**src/rtl/id_ex_operand_stage.sv**
```systemverilog
// ID/EX pipeline register with EX/MEM and MEM/WB operand forwarding feeding the right shifter and ALU.
// Optional macro SHIFT_VAR_EN: when defined, SRLV takes its shift amount from the forwarded rs[4:0].
module id_ex_operand_stage #(
  parameter int unsigned DW = 32,
  parameter int unsigned RW = 5
) (
  input  logic          clk,
  input  logic          reset,
  input  logic          hold,
  input  logic          flush,
  input  logic          id_valid,
  input  logic [RW-1:0] id_rs_addr,
  input  logic [RW-1:0] id_rt_addr,
  input  logic [RW-1:0] id_rd_addr,
  input  logic [DW-1:0] id_rs_data,
  input  logic [DW-1:0] id_rt_data,
  input  logic [DW-1:0] id_imm,
  input  logic          id_use_imm,
  input  logic [4:0]    id_shamt,
  input  logic          id_is_shift,
  input  logic          id_shift_var,
  input  logic [5:0]    id_op,
  input  logic          id_reg_write,
  input  logic          exmem_reg_write,
  input  logic [RW-1:0] exmem_rd,
  input  logic [DW-1:0] exmem_result,
  input  logic          memwb_reg_write,
  input  logic [RW-1:0] memwb_rd,
  input  logic [DW-1:0] memwb_result,
  output logic          ex_valid,
  output logic [DW-1:0] ex_alu_a,
  output logic [DW-1:0] ex_alu_b,
  output logic [DW-1:0] ex_shift_data,
  output logic [4:0]    ex_shamt,
  output logic          ex_shift_kill,
  output logic [5:0]    ex_op,
  output logic [RW-1:0] ex_rd,
  output logic          ex_reg_write
);

  logic          valid_q;
  logic [RW-1:0] rs_addr_q;
  logic [RW-1:0] rt_addr_q;
  logic [RW-1:0] rd_addr_q;
  logic [DW-1:0] rs_data_q;
  logic [DW-1:0] rt_data_q;
  logic [DW-1:0] imm_q;
  logic          use_imm_q;
  logic [4:0]    shamt_q;
  logic          is_shift_q;
  logic [5:0]    op_q;
  logic          reg_write_q;

  logic [DW-1:0] fwd_rs;
  logic [DW-1:0] fwd_rt;

  // Operand forwarding: youngest producer wins, r0 is hardwired zero
  always_comb begin
    fwd_rs = rs_data_q;
    if (rs_addr_q == '0) begin
      fwd_rs = '0;
    end else if (exmem_reg_write && (exmem_rd == rs_addr_q)) begin
      fwd_rs = exmem_result;
    end else if (memwb_reg_write && (memwb_rd == rs_addr_q)) begin
      fwd_rs = memwb_result;
    end
  end

  always_comb begin
    fwd_rt = rt_data_q;
    if (rt_addr_q == '0) begin
      fwd_rt = '0;
    end else if (exmem_reg_write && (exmem_rd == rt_addr_q)) begin
      fwd_rt = exmem_result;
    end else if (memwb_reg_write && (memwb_rd == rt_addr_q)) begin
      fwd_rt = memwb_result;
    end
  end

  // Pipeline register; during hold the operand data tracks forwarding so it survives producer retirement
  always_ff @(posedge clk or posedge reset) begin
    if (reset) begin
      valid_q     <= 1'b0;
      rs_addr_q   <= '0;
      rt_addr_q   <= '0;
      rd_addr_q   <= '0;
      rs_data_q   <= '0;
      rt_data_q   <= '0;
      imm_q       <= '0;
      use_imm_q   <= 1'b0;
      shamt_q     <= '0;
      is_shift_q  <= 1'b0;
      op_q        <= '0;
      reg_write_q <= 1'b0;
    end else if (flush || (!hold && !id_valid)) begin
      valid_q     <= 1'b0;
      rs_addr_q   <= '0;
      rt_addr_q   <= '0;
      rd_addr_q   <= '0;
      rs_data_q   <= '0;
      rt_data_q   <= '0;
      imm_q       <= '0;
      use_imm_q   <= 1'b0;
      shamt_q     <= '0;
      is_shift_q  <= 1'b0;
      op_q        <= '0;
      reg_write_q <= 1'b0;
    end else if (hold) begin
      rs_data_q   <= fwd_rs;
      rt_data_q   <= fwd_rt;
    end else begin
      valid_q     <= 1'b1;
      rs_addr_q   <= id_rs_addr;
      rt_addr_q   <= id_rt_addr;
      rd_addr_q   <= id_rd_addr;
      rs_data_q   <= id_rs_data;
      rt_data_q   <= id_rt_data;
      imm_q       <= id_imm;
      use_imm_q   <= id_use_imm;
      shamt_q     <= id_shamt;
      is_shift_q  <= id_is_shift;
      op_q        <= id_op;
      reg_write_q <= id_reg_write;
    end
  end

`ifdef SHIFT_VAR_EN
  logic shift_var_q;

  always_ff @(posedge clk or posedge reset) begin
    if (reset) begin
      shift_var_q <= 1'b0;
    end else if (flush || (!hold && !id_valid)) begin
      shift_var_q <= 1'b0;
    end else if (!hold) begin
      shift_var_q <= id_shift_var;
    end
  end

  assign ex_shamt = shift_var_q ? fwd_rs[4:0] : shamt_q;
`else
  logic unused_shift_var;
  assign unused_shift_var = id_shift_var;
  assign ex_shamt         = shamt_q;
`endif

  assign ex_valid      = valid_q;
  assign ex_alu_a      = fwd_rs;
  assign ex_alu_b      = use_imm_q ? imm_q : fwd_rt;
  assign ex_shift_data = fwd_rt;
  assign ex_shift_kill = ~valid_q | ~is_shift_q;
  assign ex_op         = op_q;
  assign ex_rd         = rd_addr_q;
  assign ex_reg_write  = reg_write_q & valid_q;

endmodule

```
**config.mk**
```make
export PLATFORM = sky130hd
export DESIGN_NAME = id_ex_operand_stage
export DESIGN_NICKNAME = d
export VERILOG_FILES = /design/src/rtl/id_ex_operand_stage.sv
export SDC_FILE = /design/constraint.sdc
export NUM_CORES = 1
export LEC_CHECK = 0
export ABC_AREA = 1
export BUFFER_PORTS_ARGS = -buffer_cell sky130_fd_sc_hd__clkbuf_2
export CORE_MARGIN = 2
export CORE_UTILIZATION = 30
export DETAILED_ROUTE_END_ITERATION = 7
export PLACE_DENSITY = 0.54
export SLEW_MARGIN = 10
export SYNTH_ARGS = -nofsm -noshare
export SYNTH_HDL_FRONTEND = slang
export SYNTH_SLANG_ARGS = --single-unit
```
**constraint.sdc**
```tcl
create_clock -name clk -period 4.8 [get_ports clk]
set_input_delay 0 -clock clk [delete_from_list [all_inputs] [get_ports clk]]
set_output_delay 0 -clock clk [all_outputs]
set_load 0.05 [all_outputs]
```
==> results.sh <==
export IMPL_ctsResizeCount=0
export IMPL_critical_path_startpoint_type="register"
export IMPL_dpl_cell_area_um2=9330
export IMPL_final_common_cell="nand2_1"
export IMPL_finalClockSkew_ps=12.1
export IMPL_initialDrtViolationCount=684
export IMPL_layout_common_cells="321 x nand2_1, 319 x clkbuf_2, 193 x nand3_1, 150 x dlygate4sd3_1, 142 x nor2_1"
export IMPL_critical_path_class="reg2reg"
export IMPL_ys_types=19
export IMPL_r2r_end="rs_data_q[11]"
export IMPL_yosysWarnings=0
export IMPL_hold_path_startpoint="exmem_result[20]"
export IMPL_synth_fa_ha_area_share_pct=0
export IMPL_hp_class="in2reg"
export IMPL_min_to="rs_data_q[20]"
export IMPL_hpwl_mm=20.3
export IMPL_final_cells=1908
export IMPL_postRouteAntennaNets=0
export IMPL_wl_per_cell_um=16.0
export IMPL_cts_tree="built"
export IMPL_worstSetupEndpointType="register"
export IMPL_total_power_uw=3510
export IMPL_period_minus_slack_ps=3110
export IMPL_max_freq_ghz=0.322
export IMPL_status="finished clean"
export IMPL_cts_buffers=17
export IMPL_ios=322
export IMPL_worstHoldPathCells=5
export IMPL_synth_nets=1352
export IMPL_post_route_period_util_pct=64.7
export IMPL_io_buffers=320
export IMPL_hold_viol=0
export IMPL_netlist_instances=1145
export IMPL_r2r_start="rs_addr_q[1]"
export IMPL_clk_path_buf_depth=2
export IMPL_firstDrtPassIters=6
export IMPL_synth_mux_area_share_pct=0
export IMPL_viasPerCell=4.80
export IMPL_syn_area_per_cell_um2=6.59
export IMPL_postCtsHoldBufs=150
export IMPL_postCtsSetupBuffers=0
export IMPL_n_fill_cell=2600
export IMPL_synth_compound_area_share_pct=11.7
export IMPL_die_h_um=163
export IMPL_path_max_fanout=33
export IMPL_placedCellCount=1725
export IMPL_drt_total_wl_mm=30.6
export IMPL_syn_area_um2=7550
export IMPL_synth_top_area_cell="dfrtp_1"
export IMPL_slew_viol_final=0
export IMPL_die_w_um=163
export IMPL_holdWs_ps=16.6
export IMPL_area_growth_pct=51.0
export IMPL_final_area_um2=11400
export IMPL_synth_top_area_share_pct=41.8
export IMPL_fp_coreArea_um2=25000
export IMPL_clkTransAtPathRegs_ps=60
export IMPL_vias=9156
export IMPL_remaining_drc_errors=0
export IMPL_setup_viol=0
export IMPL_tns_ps=0
export IMPL_root_buffer="clkbuf_16"
export IMPL_cts_sinks=126
export IMPL_tightest_slew_ps=904
export IMPL_power_density_nw_per_um2=308
export IMPL_die_area_um2=26400
export IMPL_start_util_pct=30.2
export IMPL_synth_top_family_by_area="simple AND/OR/NAND/NOR gates"
export IMPL_insertion_delay_ps=420
export IMPL_required_ps=5100
export IMPL_ir_worst_vdd_mv=0.152
export IMPL_synth_xor_area_share_pct=0
export IMPL_grt_max_degree=84
export IMPL_max_slew_margin_pct=39.6
export IMPL_ys_seq_elements=126
export IMPL_synthSimpleGateAreaFrac_pct=36.9
export IMPL_place_gp_congestion=0.856
export IMPL_max_cap_violations=0
export IMPL_htree_num_levels=4
export IMPL_synth_area_top_cells="dfrtp_1 42%, nand2_1 16%, nand3_1 13%, nor2_1 7.1%, o21ai_0 4.8%"
export IMPL_r2r_cells=11
export IMPL_first_global_vias=8987
export IMPL_antenna_found_initial=1
export IMPL_p_leak_uw=0.00646
export IMPL_nets=1771
export IMPL_drive_gt1_share_pct=24.4
export IMPL_overflow=0
export IMPL_grt_pass1_wl_mm=47.6
export IMPL_ys_seq_area_share_pct=41.8
export IMPL_arrival_ps=3400
export IMPL_rrSetupSlack_ps=1690
export IMPL_grt_usage_pct=22.9
export IMPL_rsz0062_at_grt="no"
export IMPL_core_rowCount=58
## layout make-up
cell class | count | area, µm² | share of cell area, %
Tap cell | 330 | 413 | 3.62
Antenna cell | 1 | 2.50 | 0.0220
Clock inverter | 14 | 134 | 1.17
Clock buffer | 18 | 429 | 3.77
Multi-Input combinational cell | 844 | 3710 | 32.6
Timing Repair Buffer | 482 | 3200 | 28.0
Inverter | 93 | 357 | 3.13
Sequential cell | 126 | 3150 | 27.7
## cells in the mapped netlist
cell type,n
buf_4,6
buf_1,6
nor2_4,1
inv_1,84
clkbuf_1,36
nor2_1,142
nor3_1,1
nand2_1,321
inv_2,8
dfrtp_1,126
nand3_2,2
clkinv_1,1
nand3_1,195
o21ai_0,73
nor2_2,4
o21ai_1,37
a21oi_1,67
buf_2,34
nor3_2,1
## cells by family after synthesis
logic type             count (synthesis)
flip-flops                           126
AO/OA/AOI/OAI                        177
AND/OR/NAND/NOR                      667
buffers and inverters                175
## worst max-delay path: stages (launching register included)
cell           delay (ps)
dfrtp_1               420
inv_2                  60
nand2_1                70
o21ai_1               100
nor2_4                 80
buf_4                 380
nand3_2               740
nand2_1               230
nand3_1                90
nand2_1               130
a21oi_1                70
dlygate4sd3_1         590
## metal layers
layer / track usage, % / wire length [µm]
met1: 28.8 / 12900
met2: 39.7 / 15000
met3: 4.69 / 1970
met4: 6.88 / 751
met5: 0 / 0
## metrics by stage
stage | worst slack [ps] | util [%]
after CTS | 1670 | 45.6
final | 1690 | 45.7
after detailed placement | 2140 | 37.4
after global placement | 2150 | 37.4
after global routing | 1400 | 45.7
after floorplan | 1440 | -
## how the worst max path moves through the flow
| stage | from | end | slack, ps | depth (start not counted) |
|---|---|---|---|---|
| finish | rs_addr_q[1] | rs_data_q[11] | 1690 | 11 |
| global route | rs_addr_q[1] | rs_data_q[13] | 1400 | 11 |
| CTS | rs_addr_q[1] | rs_data_q[7] | 1670 | 11 |
| detailed placement | rs_addr_q[1] | ex_alu_a[0] | 2140 | 11 |
| global placement | rs_addr_q[1] | ex_alu_a[0] | 2150 | 11 |
| floorplan | reset | ex_op[0] | 1440 | 1 |
## registers in the layout, summed over array words and instances (netlist names)
register     flops
reg_write_q      1
use_imm_q        1
ex_valid         1
rs_data_q       32
ex_op            6
rs_addr_q        5
rt_addr_q        5
rt_data_q       32
is_shift_q       1
imm_q           32
ex_shamt         5
ex_rd            5
## power breakdown
group	internal, µW	switching (µW)	total [µW]	leakage, µW
clock network	724	556	1280	0.000266
registers	1130	36.8	1170	0.00167
logic	325	733	1060	0.00452
Power figures use the tool's default switching activity.
